[config.mk]
export PLATFORM = sky130hd
export DESIGN_NAME = i2c_target_flat
export DESIGN_NICKNAME = d
export VERILOG_FILES = /design/src/rtl/i2c_pkg.sv /design/src/rtl/i2c_target_if.sv /design/src/rtl/i2c_bus_sync.sv /design/src/rtl/i2c_target.sv /design/src/flat_wrapper.sv
export SDC_FILE = /design/constraint.sdc
export NUM_CORES = 1
export LEC_CHECK = 0
export BUFFER_PORTS_ARGS = -buffer_cell sky130_fd_sc_hd__buf_2
export CAP_MARGIN = 20
export CORE_ASPECT_RATIO = 1.1
export CORE_MARGIN = 2
export CORE_UTILIZATION = 25
export DETAILED_ROUTE_END_ITERATION = 6
export HOLD_SLACK_MARGIN = 0.05
export MAX_ROUTING_LAYER = met4
export PLACE_DENSITY = 0.4
export SLEW_MARGIN = 0
export SYNTH_ARGS = -nofsm -noshare
export SYNTH_HDL_FRONTEND = slang
export SYNTH_SLANG_ARGS = --single-unit
[constraint.sdc]
create_clock -name clk -period 2.9 [get_ports clk]
set_clock_uncertainty 0.05 [all_clocks]
set_input_delay 0.145 -clock clk [delete_from_list [all_inputs] [get_ports clk]]
set_output_delay 0.145 -clock clk [all_outputs]
set_load 0.05 [all_outputs]
[src/rtl/i2c_pkg.sv]
// Definitions shared by the I2C master and target: one-hot target FSM encoding
// and the R/W bit values carried in the address byte.
package i2c_pkg;

    typedef enum logic [9:0] {
        ST_IDLE      = 10'b00_0000_0001,
        ST_ADDR      = 10'b00_0000_0010,
        ST_ADDR_ACK  = 10'b00_0000_0100,
        ST_REG       = 10'b00_0000_1000,
        ST_REG_ACK   = 10'b00_0001_0000,
        ST_WDATA     = 10'b00_0010_0000,
        ST_WDATA_ACK = 10'b00_0100_0000,
        ST_RDATA     = 10'b00_1000_0000,
        ST_RDATA_ACK = 10'b01_0000_0000,
        ST_IGNORE    = 10'b10_0000_0000
    } i2c_state_e;

    localparam logic I2C_RW_WRITE = 1'b0;
    localparam logic I2C_RW_READ  = 1'b1;

    function automatic logic [7:0] i2c_addr_byte(input logic [6:0] addr, input logic rw);
        return {addr, rw};
    endfunction

endpackage

[src/rtl/i2c_target_if.sv]
// Bus pins plus the synchronous register-file port of the I2C target.
interface i2c_target_if;

    logic       scl_in;
    logic       sda_in;
    logic       sda_oe;
    logic       reg_wr_en;
    logic [7:0] reg_addr;
    logic [7:0] reg_wr_data;
    logic [7:0] reg_rd_data;
    logic       busy;
    logic       ack_err;

    modport slave (
        input  scl_in, sda_in, reg_rd_data,
        output sda_oe, reg_wr_en, reg_addr, reg_wr_data, busy, ack_err
    );

    modport master (
        output scl_in, sda_in, reg_rd_data,
        input  sda_oe, reg_wr_en, reg_addr, reg_wr_data, busy, ack_err
    );

endinterface

[src/rtl/i2c_bus_sync.sv]
// Synchronises SCL/SDA and produces registered single-clk SCL edge and
// START/STOP pulses, three clocks after the pin change (SYNC_STAGES = 2).
module i2c_bus_sync #(
    parameter int SYNC_STAGES = 2
) (
    input  logic clk,
    input  logic rst,
    input  logic i_scl,
    input  logic i_sda,
    output logic o_scl_rise,
    output logic o_scl_fall,
    output logic o_start,
    output logic o_stop,
    output logic o_sda
);

    logic [SYNC_STAGES-1:0] r_scl_sync;
    logic [SYNC_STAGES-1:0] r_sda_sync;
    logic                   r_scl_hist;
    logic                   r_sda_hist;
    logic                   r_scl_rise;
    logic                   r_scl_fall;
    logic                   r_start;
    logic                   r_stop;
    logic                   r_sda;
    logic                   w_scl;
    logic                   w_sda;

    assign w_scl = r_scl_sync[SYNC_STAGES-1];
    assign w_sda = r_sda_sync[SYNC_STAGES-1];

    // Reset to the idle-bus level so leaving reset never fakes a START/STOP.
    always_ff @(posedge clk) begin
        if (rst) begin
            r_scl_sync <= '1;
            r_sda_sync <= '1;
            r_scl_hist <= 1'b1;
            r_sda_hist <= 1'b1;
            r_scl_rise <= 1'b0;
            r_scl_fall <= 1'b0;
            r_start    <= 1'b0;
            r_stop     <= 1'b0;
            r_sda      <= 1'b1;
        end else begin
            r_scl_sync <= {r_scl_sync[SYNC_STAGES-2:0], i_scl};
            r_sda_sync <= {r_sda_sync[SYNC_STAGES-2:0], i_sda};
            r_scl_hist <= w_scl;
            r_sda_hist <= w_sda;
            r_scl_rise <= w_scl & ~r_scl_hist;
            r_scl_fall <= ~w_scl & r_scl_hist;
            r_start    <= w_scl & r_scl_hist & ~w_sda & r_sda_hist;
            r_stop     <= w_scl & r_scl_hist & w_sda & ~r_sda_hist;
            r_sda      <= w_sda;
        end
    end

    assign o_scl_rise = r_scl_rise;
    assign o_scl_fall = r_scl_fall;
    assign o_start    = r_start;
    assign o_stop     = r_stop;
    assign o_sda      = r_sda;

endmodule

[src/rtl/i2c_target.sv]
// I2C target: 7-bit address match, register-pointer byte, auto-incrementing
// writes/reads against an external 256-entry register file. SDA is open-drain.
module i2c_target
    import i2c_pkg::*;
#(
    parameter logic [6:0] SLV_ADDRESS = 7'h50,
    parameter int         SYNC_STAGES = 2
) (
    input  logic         clk,
    input  logic         rst,
    i2c_target_if.slave  bus
);

    logic w_scl_rise;
    logic w_scl_fall;
    logic w_start;
    logic w_stop;
    logic w_sda;

    i2c_bus_sync #(
        .SYNC_STAGES (SYNC_STAGES)
    ) u_sync (
        .clk        (clk),
        .rst        (rst),
        .i_scl      (bus.scl_in),
        .i_sda      (bus.sda_in),
        .o_scl_rise (w_scl_rise),
        .o_scl_fall (w_scl_fall),
        .o_start    (w_start),
        .o_stop     (w_stop),
        .o_sda      (w_sda)
    );

    i2c_state_e r_state, w_state_nx;
    logic [2:0] r_bitcnt, w_bitcnt_nx;
    logic [7:0] r_shift, w_shift_nx;
    logic       r_rw, w_rw_nx;
    // Per-state flag: ACK being driven (ACK states), byte fully sent (RDATA),
    // master ACK seen and waiting for the closing fall (RDATA_ACK).
    logic       r_phase, w_phase_nx;
    logic       r_sda_oe, w_sda_oe_nx;
    logic [7:0] r_reg_addr, w_reg_addr_nx;
    logic [7:0] r_wr_data, w_wr_data_nx;
    logic       r_wr_en, w_wr_en_nx;
    logic       r_busy, w_busy_nx;
    logic       r_ack_err, w_ack_err_nx;
    logic [7:0] w_rx_byte;
    logic       w_byte_done;

    assign w_rx_byte   = {r_shift[6:0], w_sda};
    assign w_byte_done = w_scl_rise && (r_bitcnt == 3'd7);

    always_ff @(posedge clk) begin
        if (rst) begin
            r_state    <= ST_IDLE;
            r_bitcnt   <= 3'd0;
            r_shift    <= 8'h00;
            r_rw       <= I2C_RW_WRITE;
            r_phase    <= 1'b0;
            r_sda_oe   <= 1'b0;
            r_reg_addr <= 8'h00;
            r_wr_data  <= 8'h00;
            r_wr_en    <= 1'b0;
            r_busy     <= 1'b0;
            r_ack_err  <= 1'b0;
        end else begin
            r_state    <= w_state_nx;
            r_bitcnt   <= w_bitcnt_nx;
            r_shift    <= w_shift_nx;
            r_rw       <= w_rw_nx;
            r_phase    <= w_phase_nx;
            r_sda_oe   <= w_sda_oe_nx;
            r_reg_addr <= w_reg_addr_nx;
            r_wr_data  <= w_wr_data_nx;
            r_wr_en    <= w_wr_en_nx;
            r_busy     <= w_busy_nx;
            r_ack_err  <= w_ack_err_nx;
        end
    end

    always_comb begin
        w_state_nx    = r_state;
        w_bitcnt_nx   = r_bitcnt;
        w_shift_nx    = r_shift;
        w_rw_nx       = r_rw;
        w_phase_nx    = r_phase;
        w_sda_oe_nx   = r_sda_oe;
        w_reg_addr_nx = r_reg_addr;
        w_wr_data_nx  = r_wr_data;
        w_wr_en_nx    = 1'b0;
        w_busy_nx     = r_busy;
        w_ack_err_nx  = 1'b0;

        if (w_start) begin
            w_state_nx  = ST_ADDR;
            w_bitcnt_nx = 3'd0;
            w_phase_nx  = 1'b0;
            w_sda_oe_nx = 1'b0;
        end else if (w_stop) begin
            w_state_nx  = ST_IDLE;
            w_bitcnt_nx = 3'd0;
            w_phase_nx  = 1'b0;
            w_sda_oe_nx = 1'b0;
            w_busy_nx   = 1'b0;
        end else begin
            if (w_scl_rise && (r_state inside {ST_ADDR, ST_REG, ST_WDATA})) begin
                w_shift_nx  = w_rx_byte;
                w_bitcnt_nx = r_bitcnt + 3'd1;
            end

            case (r_state)
                ST_IDLE: ;

                ST_ADDR: begin
                    if (w_byte_done) begin
                        if (w_rx_byte[7:1] == SLV_ADDRESS) begin
                            w_state_nx = ST_ADDR_ACK;
                            w_busy_nx  = 1'b1;
                            w_rw_nx    = w_rx_byte[0];
                        end else begin
                            w_state_nx = ST_IGNORE;
                            w_busy_nx  = 1'b0;
                        end
                    end
                end

                ST_REG: begin
                    if (w_byte_done) begin
                        w_reg_addr_nx = w_rx_byte;
                        w_state_nx    = ST_REG_ACK;
                    end
                end

                ST_WDATA: begin
                    if (w_byte_done) begin
                        w_wr_data_nx = w_rx_byte;
                        w_wr_en_nx   = 1'b1;
                        w_state_nx   = ST_WDATA_ACK;
                    end
                end

                // First fall after the 8th bit pulls SDA; the next fall ends the ACK.
                ST_ADDR_ACK, ST_REG_ACK, ST_WDATA_ACK: begin
                    if (w_scl_fall) begin
                        if (!r_phase) begin
                            w_phase_nx  = 1'b1;
                            w_sda_oe_nx = 1'b1;
                        end else begin
                            w_phase_nx  = 1'b0;
                            w_sda_oe_nx = 1'b0;
                            w_bitcnt_nx = 3'd0;
                            if (r_state == ST_ADDR_ACK) begin
                                if (r_rw == I2C_RW_READ) begin
                                    w_state_nx  = ST_RDATA;
                                    w_shift_nx  = bus.reg_rd_data;
                                    w_sda_oe_nx = ~bus.reg_rd_data[7];
                                end else begin
                                    w_state_nx = ST_REG;
                                end
                            end else if (r_state == ST_REG_ACK) begin
                                w_state_nx = ST_WDATA;
                            end else begin
                                w_reg_addr_nx = r_reg_addr + 8'd1;
                                w_state_nx    = ST_WDATA;
                            end
                        end
                    end
                end

                ST_RDATA: begin
                    if (w_scl_rise) begin
                        w_bitcnt_nx = r_bitcnt + 3'd1;
                        if (r_bitcnt == 3'd7)
                            w_phase_nx = 1'b1;
                    end else if (w_scl_fall) begin
                        if (r_phase) begin
                            w_phase_nx  = 1'b0;
                            w_sda_oe_nx = 1'b0;
                            w_state_nx  = ST_RDATA_ACK;
                        end else begin
                            w_shift_nx  = {r_shift[6:0], 1'b0};
                            w_sda_oe_nx = ~r_shift[6];
                        end
                    end
                end

                // Pointer advances on the master's ACK; next byte loads at the closing fall.
                ST_RDATA_ACK: begin
                    if (w_scl_rise) begin
                        if (!w_sda) begin
                            w_reg_addr_nx = r_reg_addr + 8'd1;
                            w_phase_nx    = 1'b1;
                        end else begin
                            w_ack_err_nx = 1'b1;
                            w_sda_oe_nx  = 1'b0;
                            w_busy_nx    = 1'b0;
                            w_state_nx   = ST_IGNORE;
                        end
                    end else if (w_scl_fall && r_phase) begin
                        w_phase_nx  = 1'b0;
                        w_bitcnt_nx = 3'd0;
                        w_shift_nx  = bus.reg_rd_data;
                        w_sda_oe_nx = ~bus.reg_rd_data[7];
                        w_state_nx  = ST_RDATA;
                    end
                end

                ST_IGNORE: begin
                    w_busy_nx   = 1'b0;
                    w_sda_oe_nx = 1'b0;
                end

                default: begin
                    w_state_nx  = ST_IDLE;
                    w_sda_oe_nx = 1'b0;
                    w_busy_nx   = 1'b0;
                end
            endcase
        end
    end

    assign bus.sda_oe      = r_sda_oe;
    assign bus.reg_wr_en   = r_wr_en;
    assign bus.reg_addr    = r_reg_addr;
    assign bus.reg_wr_data = r_wr_data;
    assign bus.busy        = r_busy;
    assign bus.ack_err     = r_ack_err;

endmodule

[src/flat_wrapper.sv]
// flat-port wrapper written by rule: the top's interface ports become plain ports
module i2c_target_flat import i2c_pkg::*;
#(
    parameter logic [6:0] SLV_ADDRESS = 7'h50,
    parameter int         SYNC_STAGES = 2
)
  (clk, rst, bus_scl_in, bus_sda_in, bus_reg_rd_data, bus_sda_oe, bus_reg_wr_en, bus_reg_addr, bus_reg_wr_data, bus_busy, bus_ack_err);
  i2c_target_if bus_i ();
  input  logic clk;
  input  logic rst;
  input wire logic [$bits(bus_i.scl_in)-1:0] bus_scl_in;
  input wire logic [$bits(bus_i.sda_in)-1:0] bus_sda_in;
  input wire logic [$bits(bus_i.reg_rd_data)-1:0] bus_reg_rd_data;
  output wire logic [$bits(bus_i.sda_oe)-1:0] bus_sda_oe;
  output wire logic [$bits(bus_i.reg_wr_en)-1:0] bus_reg_wr_en;
  output wire logic [$bits(bus_i.reg_addr)-1:0] bus_reg_addr;
  output wire logic [$bits(bus_i.reg_wr_data)-1:0] bus_reg_wr_data;
  output wire logic [$bits(bus_i.busy)-1:0] bus_busy;
  output wire logic [$bits(bus_i.ack_err)-1:0] bus_ack_err;
  assign bus_i.scl_in = bus_scl_in;
  assign bus_i.sda_in = bus_sda_in;
  assign bus_i.reg_rd_data = bus_reg_rd_data;
  assign bus_sda_oe = bus_i.sda_oe;
  assign bus_reg_wr_en = bus_i.reg_wr_en;
  assign bus_reg_addr = bus_i.reg_addr;
  assign bus_reg_wr_data = bus_i.reg_wr_data;
  assign bus_busy = bus_i.busy;
  assign bus_ack_err = bus_i.ack_err;
  i2c_target #(.SLV_ADDRESS(SLV_ADDRESS), .SYNC_STAGES(SYNC_STAGES)) u_core (.clk(clk), .rst(rst), .bus(bus_i));
endmodule
==> flow_metrics.tcl, run 1 <==
set metrics [dict create \
    status "finished, final reports clean" \
    drt_first_pass_iters 4 \
    drt-total-wl_um 8840 \
    start_util_pct 25.5 \
    crit_arrival_ns 2.87 \
    drive_above_1_share_pct 21.4 \
    viasPerCell 5.17 \
    antenna-diode-count 0 \
    fin_crit_ns 2.69 \
    ios 32 \
    synth_area_leader_cell "dfxtp_1" \
    dp_hpwl_um 6510 \
    overflow 0 \
    synthArstFlopShare_pct 0 \
    core-area_um2 11400 \
    p_clk_share_pct 43.2 \
    finalPower_mw 1.45 \
    rows 41 \
    cts_tree "built" \
    swShare_pct 24.0 \
    synth.top_cell.area_share_pct 35.9 \
    clkTransAtPathRegs_ns 0.07 \
    cts_buffers 5 \
    p_seq_share_pct 51.1 \
    place_congestion 0.872 \
    yosys_warnings 0 \
    combPwrFrac_pct 5.7 \
    drc_errors 0 \
    grt_first_pass_wirelength_um 14400 \
    holdCritStartpoint "bus_reg_rd_data[4]" \
    setup.worst_path.start_class "flip-flop" \
    synth_seq_area_share_pct 35.9 \
    grt_pass1_vias 2633 \
    synth_ff_type "dfxtp_1" \
    worstMarginPinSlew_ns 0.707 \
    num_vias 2759 \
    clock-sinks 52 \
    required_ns 3.08 \
    place_ws_ns 0.193 \
    ir_drop_mv 0.198 \
    die_h_um 117 \
    setup_viol 0 \
    synth-seq-cells 52 \
    synthToLayoutAreaGrowth_pct 18.6 \
    cts_max_path_buffers 2 \
    intPower_mw 1.10 \
    rsz0062_at_grt "no" \
    ant_nets 0 \
    setup_ws_ns 0.212 \
    hold_violations 0 \
    cellPowerDensity_nw_per_um2 421 \
    synthesis.instances 349 \
    drv_cap 0 \
    synth.distinct_cells 61 \
    htree_levels 2 \
    grt_max_degree 33 \
    synthesis.nets 364 \
    critPathKind "reg2reg" \
    mostFrequentLayoutCell "dfxtp_1" \
    endpoint_kind "flip-flop" \
    synth_area_um2 2900 \
    min-delay-path-class "in2reg" \
    grt_antenna_before_repair 0 \
    root_buffer "clkbuf_16" \
    port_buffers 31 \
    drt_iter0_drc 135 \
    clk_latency_ns 0.30 \
    finalNetCount 398 \
    slew_viol_final 0 \
    r2r_start "u_core.r_state[1]$_SDFFE_PP0P_" \
    fin_setup_tns_ns 0 \
    relSlewSlack_pct 52.6 \
    p_switching_uw 347 \
    wl_per_cell_um 16.5 \
    cellLeakagePower_nw 1.36 \
    grt_usage_pct 15.1 \
    avgSynthCellArea_um2 8.31 \
    crit_start "u_core.r_state[1]$_SDFFE_PP0P_" \
    most-common-layout-cells "dfxtp_1, nor2_1, a21oi_1, buf_2, nand2_1" \
    synth_edf_count 0 \
    critPathMaxFanout 10 \
    fmax_mhz 372 \
    nFillCells 1248 \
    die_w_um 107 \
    synth_area_leaders "dfxtp_1, mux2i_1, a21oi_1, nor2_1, o21ai_0" \
    dieArea_um2 12500 \
    post-route-period-util_pct 92.7 \
]
-- flip-flops by register name, summed over array words and instances (netlist names), 2 cells and up --
name,flops
u_core.r_state,10
u_core.bus.reg_addr,8
u_core.bus.reg_wr_data,8
u_core.r_shift,7
u_core.r_bitcnt,3
u_core.u_sync.r_scl_sync,2
u_core.u_sync.r_sda_sync,2
-- final cells by class --
cell class,instances,area (µm²),share of cell area [%]
multi-input combinational,264,1710,49.7
sequential,52,1040,30.3
timing repair buffer,52,318,9.24
tap,150,188,5.46
clock buffer,6,139,4.04
inverter,8,30.0,0.873
clock inverter,2,15.0,0.437
-- worst max-delay path: stages, from the launching register on --
cell and delay (ns):
dfxtp_1 0.39, or4_4 0.67, nor4_4 0.45, nor3_2 0.20, buf_4 0.21, or3b_1 0.35, a21o_1 0.19, a21oi_1 0.11
-- Yosys cell counts, types with 5 or more instances --
cell type	count
o21ai_0	19
or2_2	9
and3_1	5
clkbuf_1	12
nor2_1	36
dfxtp_1	52
inv_1	8
nand3_1	13
a2bb2oi_1	6
nand4_1	5
nor3_1	12
a21o_1	5
nand2_1	22
or3_1	5
mux2i_1	18
a21oi_1	31
nor4_1	5
buf_2	8
-- cell families after synthesis --
family	count (synthesis)	synth area share, %
flip-flops	52	35.9
AND/OR/NAND/NOR	146	29.0
multiplexers	19	6.60
AO/OA/AOI/OAI	91	20.2
buffers and inverters	33	5.52
XOR/XNOR	5	1.51
adder cells (fa/ha/maj)	3	1.29
-- stage by stage --
stage               instances  hold WS [ns]  cell area, µm²  util, %
floorplan                 349         0.199            2900        -
global placement          524         0.282            3260     28.6
detailed placement        524         0.287            3260     28.6
CTS                       534        0.0747            3430     30.1
global route              534        0.0892            3440     30.2
finish                    534        0.0856            3440     30.2
-- power by group through the flow --
stage / Clock, mW / Combinational, mW / Sequential [mW]
final: 0.625 / 0.0829 / 0.739
after global routing: 0.677 / 0.0916 / 0.740
after CTS: 0.650 / 0.0840 / 0.738
after detailed placement: 0 / 0.0816 / 0.755
after global placement: 0 / 0.0823 / 0.754
after floorplan: 0 / 0.0580 / 0.746
-- final timing paths --
kind                                             to  slack [ns]  cells after the start
max reg2reg     u_core.bus.reg_addr[2]$_SDFFE_PP0P_        0.21                      7
min                  u_core.r_shift[4]$_SDFFE_PP0P_        0.09                      3
max             u_core.bus.reg_addr[2]$_SDFFE_PP0P_        0.21                      7
min reg2reg  u_core.u_sync.r_scl_sync[1]$_SDFF_PP1_        0.36                      1
-- repair_timing --
action | in CTS | in global routing
hold buffers | 2 | 0
setup endpoints to repair | 0 | 1
endpoints found under the hold margin | 2 | 0
resized for setup | 0 | 2
setup buffers | 0 | 0
-- metal layers --
layer,vias up,GRT usage (%),routed length [µm],share of wire [%]
met1,1320,19.3,4110,47
met5,-,-,0,0
met4,0,3.90,122,1.4
met2,77,25.1,4230,48
li1,1351,-,-,-
met3,11,2.16,372,4.2
No activity file was read; power rests on OpenSTA's default activity.
==> inputs of run 2 (changes only) <==
Settings changed: CORE_MARGIN 2 to 8.
==> run 2 against run 1 <==
Utilization increased by 0.16 points. Sequential cell count unchanged. Cell count increased by 0.37%. Critical endpoint unchanged. Critical path type unchanged. Non-clock buffer count increased by 2. Largest power group unchanged.
==> flow_metrics.tcl, run 2 (synthesis results as in run 1) <==
set metrics [dict create \
    ios 32 \
    rows 41 \
    num_vias 2734 \
    hold_path_depth 3 \
    drive_above_1_share_pct 21.0 \
    fin_crit_ns 2.69 \
    fmax_mhz 371 \
    grt_pass1_vias 2756 \
    drc_errors 0 \
    antenna-diode-count 0 \
    status "finished, final reports clean" \
    r2r_cells 6 \
    post-route-period-util_pct 92.9 \
    viasPerCell 5.10 \
    largest_reg_flops 10 \
    drv_cap 0 \
    setup.worst_path.start_class "flip-flop" \
    place_congestion 0.886 \
    grt_usage_pct 12.1 \
    die_w_um 119 \
    clkTransAtPathRegs_ns 0.07 \
    crit_arrival_ns 2.80 \
    use_met1_pct 14.3 \
    die_h_um 129 \
    fin_area_um2 3460 \
    min-delay-path-class "in2reg" \
    instances_no_fill 536 \
    overflow 0 \
    start_util_pct 25.5 \
    drt_first_pass_iters 4 \
    most-common-layout-cells "dfxtp_1, nor2_1, a21oi_1, buf_2, nand2_1" \
    relSlewSlack_pct 39.7 \
    hold_violations 0 \
    regMostFlops "u_core.r_state" \
    core-area_um2 11400 \
    dp_cells 526 \
    grt_antenna_before_repair 0 \
    required_ns 3.01 \
    mostFrequentLayoutCell "dfxtp_1" \
    htree_levels 2 \
    synthToLayoutAreaGrowth_pct 19.3 \
    cts_buffers 5 \
    grt_busiest_layer "met2" \
    grt_max_degree 33 \
    finalNetCount 400 \
    endpoint_kind "flip-flop" \
    grt_first_pass_wirelength_um 14500 \
    cts_tree "built" \
    rsz0062_at_grt "no" \
    cts_max_path_buffers 2 \
    worstMarginPinSlew_ns 0.899 \
    root_buffer "clkbuf_16" \
    port_buffers 31 \
    clk_latency_ns 0.29 \
    cellPowerDensity_nw_per_um2 433 \
    fin_hold_ws_ns 0.0912 \
    grt_use_met2_pct 20.1 \
    drt-total-wl_um 9010 \
    wl_per_cell_um 16.8 \
    critPathMaxFanout 14 \
    ant_nets 0 \
    setup_viol 0 \
    critPathKind "reg2reg" \
    slew_viol_final 0 \
    drt_iter0_drc 122 \
    dp_hpwl_um 6730 \
    fin_setup_tns_ns 0 \
    cellLeakagePower_nw 1.38 \
    clock-sinks 52 \
    ir_drop_mv 0.273 \
    place_area_um2 3270 \
    dieArea_um2 15300 \
    use_met3_pct 2.41 \
]
run 2: final cells by class:
class                           count  area, µm²
Clock inverter                      2       35.0
Inverter                            8       30.0
Clock buffer                        6        129
Multi-Input combinational cell    264       1700
Sequential cell                    52       1040
Fill cell                        1278       7930
Timing Repair Buffer               54        333
Tap cell                          150        188
run 2: critical path: stages, from the launching register on:
cell and delay [ns]:
dfxtp_1 0.39, or4_4 0.67, nor4_4 0.45, o21bai_1 0.11
a311o_1 0.55, o21ai_0 0.25, a21oi_1 0.08
run 2: routing by layer:
| layer | wire, µm | vias up | part of all wire (%) |
|---|---|---|---|
| met3 | 321 | 14 | 3.6 |
| met2 | 4420 | 58 | 49 |
| met1 | 4050 | 1310 | 45 |
| met4 | 218 | 0 | 2.4 |
| met5 | 0 | - | 0 |
| li1 | - | 1352 | - |
run 2: worst paths after layout:
kind | start | endpoint | slack (ns)
worst max-delay path | u_core.r_state[1]$_SDFFE_PP0P_ | u_core.bus.reg_addr[2]$_SDFFE_PP0P_ | 0.21
worst min-delay path | bus_reg_rd_data[2] | u_core.r_shift[2]$_SDFFE_PP0P_ | 0.09
worst max register to register | u_core.r_state[1]$_SDFFE_PP0P_ | u_core.bus.reg_addr[2]$_SDFFE_PP0P_ | 0.21
worst min register to register | u_core.u_sync.r_scl_sync[0]$_SDFF_PP1_ | u_core.u_sync.r_scl_sync[1]$_SDFF_PP1_ | 0.36
run 2: metrics by stage:
step                util, %  setup WS [ns]  total power, mW
finish                 30.4          0.206             1.50
global route           30.4         0.0684             1.55
CTS                    30.4          0.194             1.52
detailed placement     28.8          0.203            0.838
global placement       28.8          0.267            0.838
floorplan                 -          0.447            0.804
run 2: report_power, final:
| part | leakage, nW | total (mW) | internal, mW | switching [mW] |
|---|---|---|---|---|
| Clock | 0.0808 | 0.676 | 0.407 | 0.269 |
| Combinational | 0.882 | 0.0847 | 0.0327 | 0.0520 |
| Sequential | 0.421 | 0.737 | 0.723 | 0.0141 |
| Total | 1.38 | 1.50 | 1.16 | 0.335 |
run 2: repair_timing:
| action | in CTS | in global routing |
|---|---|---|
| buffers inserted | 0 | 0 |
| gates resized for setup | 0 | 0 |
| endpoints found under the hold margin | 2 | 0 |
| hold buffers | 2 | 0 |
==> inputs of run 3 (changes only) <==
Settings changed: CORE_ASPECT_RATIO 1.1 to unset.
==> run 3 against run 2 <==
Register-to-register slack barely moved. Die area barely moved. Routed wire length fell by 2.2%. Total power fell by 0.26%. Sequential cell count did not move. Worst hold slack got worse by 0.0078 ns. Global-route usage rose by 0.082 points. Clock-buffer cell count did not move. Via count fell by 0.88%. Sequential power barely moved. Critical path depth did not move.
==> flow_metrics.tcl, run 3 (synthesis results as in run 1) <==
set metrics [dict create \
    rsz0062_at_grt "no" \
    regMostFlops "u_core.r_state" \
    seq_area_um2 1040 \
    p_switching_uw 332 \
    setup.worst_path.start_class "flip-flop" \
    cp-endpoint "u_core.bus.reg_addr[7]$_SDFFE_PP0P_" \
    dieArea_um2 15300 \
    cts_buffers 5 \
    combPwrFrac_pct 5.7 \
    critPathMaxFanout 14 \
    swShare_pct 22.2 \
    relSlewSlack_pct 39.2 \
    most-common-layout-cells "dfxtp_1, nor2_1, a21oi_1, buf_2, nand2_1" \
    ios 32 \
    clk_latency_ns 0.29 \
    synthToLayoutAreaGrowth_pct 18.4 \
    clkTransAtPathRegs_ns 0.07 \
    multi_input_area_um2 1710 \
    fmax_mhz 371 \
    p_seq_share_pct 49.3 \
    ant_nets 0 \
    min-delay-path-class "in2reg" \
    clock-sinks 52 \
    viasPerCell 5.15 \
    slew_viol_final 0 \
    critPathKind "reg2reg" \
    r2r_start "u_core.r_state[1]$_SDFFE_PP0P_" \
    crit_start "u_core.r_state[1]$_SDFFE_PP0P_" \
    drv_cap 0 \
    grt_usage_pct 12.2 \
    htree_levels 2 \
    wl_per_cell_um 16.7 \
    crit_arrival_ns 2.80 \
    die_h_um 124 \
    drt_iter0_drc 143 \
    overflow 0 \
    intPower_mw 1.16 \
    status "finished, final reports clean" \
    worstMarginPinSlew_ns 0.908 \
    core-area_um2 11400 \
    mostFrequentLayoutCell "dfxtp_1" \
    finalNetCount 397 \
    grt_first_pass_wirelength_um 14200 \
    dp_hpwl_um 6600 \
    grt_max_degree 33 \
    drive_above_1_share_pct 20.6 \
    fin_crit_ns 2.70 \
    antenna-diode-count 0 \
    root_buffer "clkbuf_16" \
    cellPowerDensity_nw_per_um2 435 \
    regToRegSetupSlack_ns 0.20 \
    drt-total-wl_um 8810 \
    nFillCells 1246 \
    place_congestion 0.851 \
    drc_errors 0 \
    port_buffers 31 \
    fin_hold_ws_ns 0.0834 \
    largest_reg_flops 10 \
    start_util_pct 25.5 \
    drt_first_pass_iters 4 \
    r2r_cells 6 \
    hold_violations 0 \
    post-route-period-util_pct 92.9 \
    num_vias 2710 \
    r2r_end "u_core.bus.reg_addr[7]$_SDFFE_PP0P_" \
    cellLeakagePower_nw 1.37 \
    grt_pass1_vias 2720 \
    p_clk_share_pct 45.0 \
    cts_max_path_buffers 2 \
    die_w_um 124 \
    fin_setup_tns_ns 0 \
    rows 39 \
    endpoint_kind "flip-flop" \
    required_ns 3.01 \
    grt_antenna_before_repair 0 \
    ir_drop_mv 0.232 \
    cts_tree "built" \
    setup_viol 0 \
]
[run 3: cell types whose count changed in the layout (fill, tap and decap cells not counted), sizes merged]
cell / before / now
buf: 52 / 49
[run 3: timing repair]
| action | 4_1_cts | 5_1_grt |
|---|---|---|
| hold buffers | 2 | 0 |
| resized for setup | 0 | 1 |
| buffers inserted | 0 | 0 |
| hold endpoints to repair | 2 | 0 |
| setup endpoints to repair | 0 | 8 |
[run 3: area by class of cell]
| class | instances | share of cell area (%) |
|---|---|---|
| Clock buffer | 6 | 3.76 |
| Multi-Input combinational cell | 264 | 49.8 |
| Clock inverter | 2 | 1.02 |
| Tap cell | 143 | 5.21 |
| Sequential cell | 52 | 30.3 |
| Timing Repair Buffer | 51 | 9.04 |
| Inverter | 8 | 0.875 |
[run 3: power groups by stage]
stage	Combinational [mW]	Clock (mW)	Sequential [mW]
finish	0.0848	0.672	0.737
CTS	0.0858	0.691	0.737
global route	0.0940	0.719	0.738
detailed placement	0.0836	0	0.753
global placement	0.0845	0	0.753
floorplan	0.0580	0	0.746
[run 3: per-layer routing]
layer	routed length [µm]	vias up	GRT usage, %	part of all wire (%)
li1	-	1338	-	-
met1	4220	1307	15.2	48
met2	4210	54	20.0	48
met3	238	11	1.95	2.7
met4	141	0	3.39	1.6
met5	0	-	-	0
[run 3: how the worst min path moves through the flow]
stage | start | to | slack (ns) | cells after the start
6_report | bus_reg_rd_data[0] | u_core.r_shift[0]$_SDFFE_PP0P_ | 0.08 | 3
5_1_grt | bus_reg_rd_data[0] | u_core.r_shift[0]$_SDFFE_PP0P_ | 0.08 | 3
4_1_cts | bus_reg_rd_data[0] | u_core.r_shift[0]$_SDFFE_PP0P_ | 0.08 | 3
3_5_place_dp | bus_scl_in | u_core.u_sync.r_scl_sync[0]$_SDFF_PP1_ | 0.28 | 2
3_3_place_gp | bus_scl_in | u_core.u_sync.r_scl_sync[0]$_SDFF_PP1_ | 0.28 | 2
2_1_floorplan | bus_scl_in | u_core.u_sync.r_scl_sync[0]$_SDFF_PP1_ | 0.20 | 1
[run 3: critical path, cell delays in order, from the launching register on]
cell and delay [ns]:
dfxtp_1 0.39, or4_4 0.67, nor4_4 0.45, o21bai_1 0.10
a311o_1 0.57, a21oi_1 0.22, o32ai_1 0.11
[run 3: through the flow]
step	power, mW	setup slack (ns)	std cells	util, %	instance area [µm²]
3_5_place_dp	0.837	0.202	516	28.5	3240
5_1_grt	1.55	0.0165	526	30.2	3430
3_3_place_gp	0.838	0.254	516	28.5	3240
6_report	1.49	0.204	526	30.2	3430
2_1_floorplan	0.804	0.447	349	-	2900
4_1_cts	1.51	0.197	526	30.1	3430
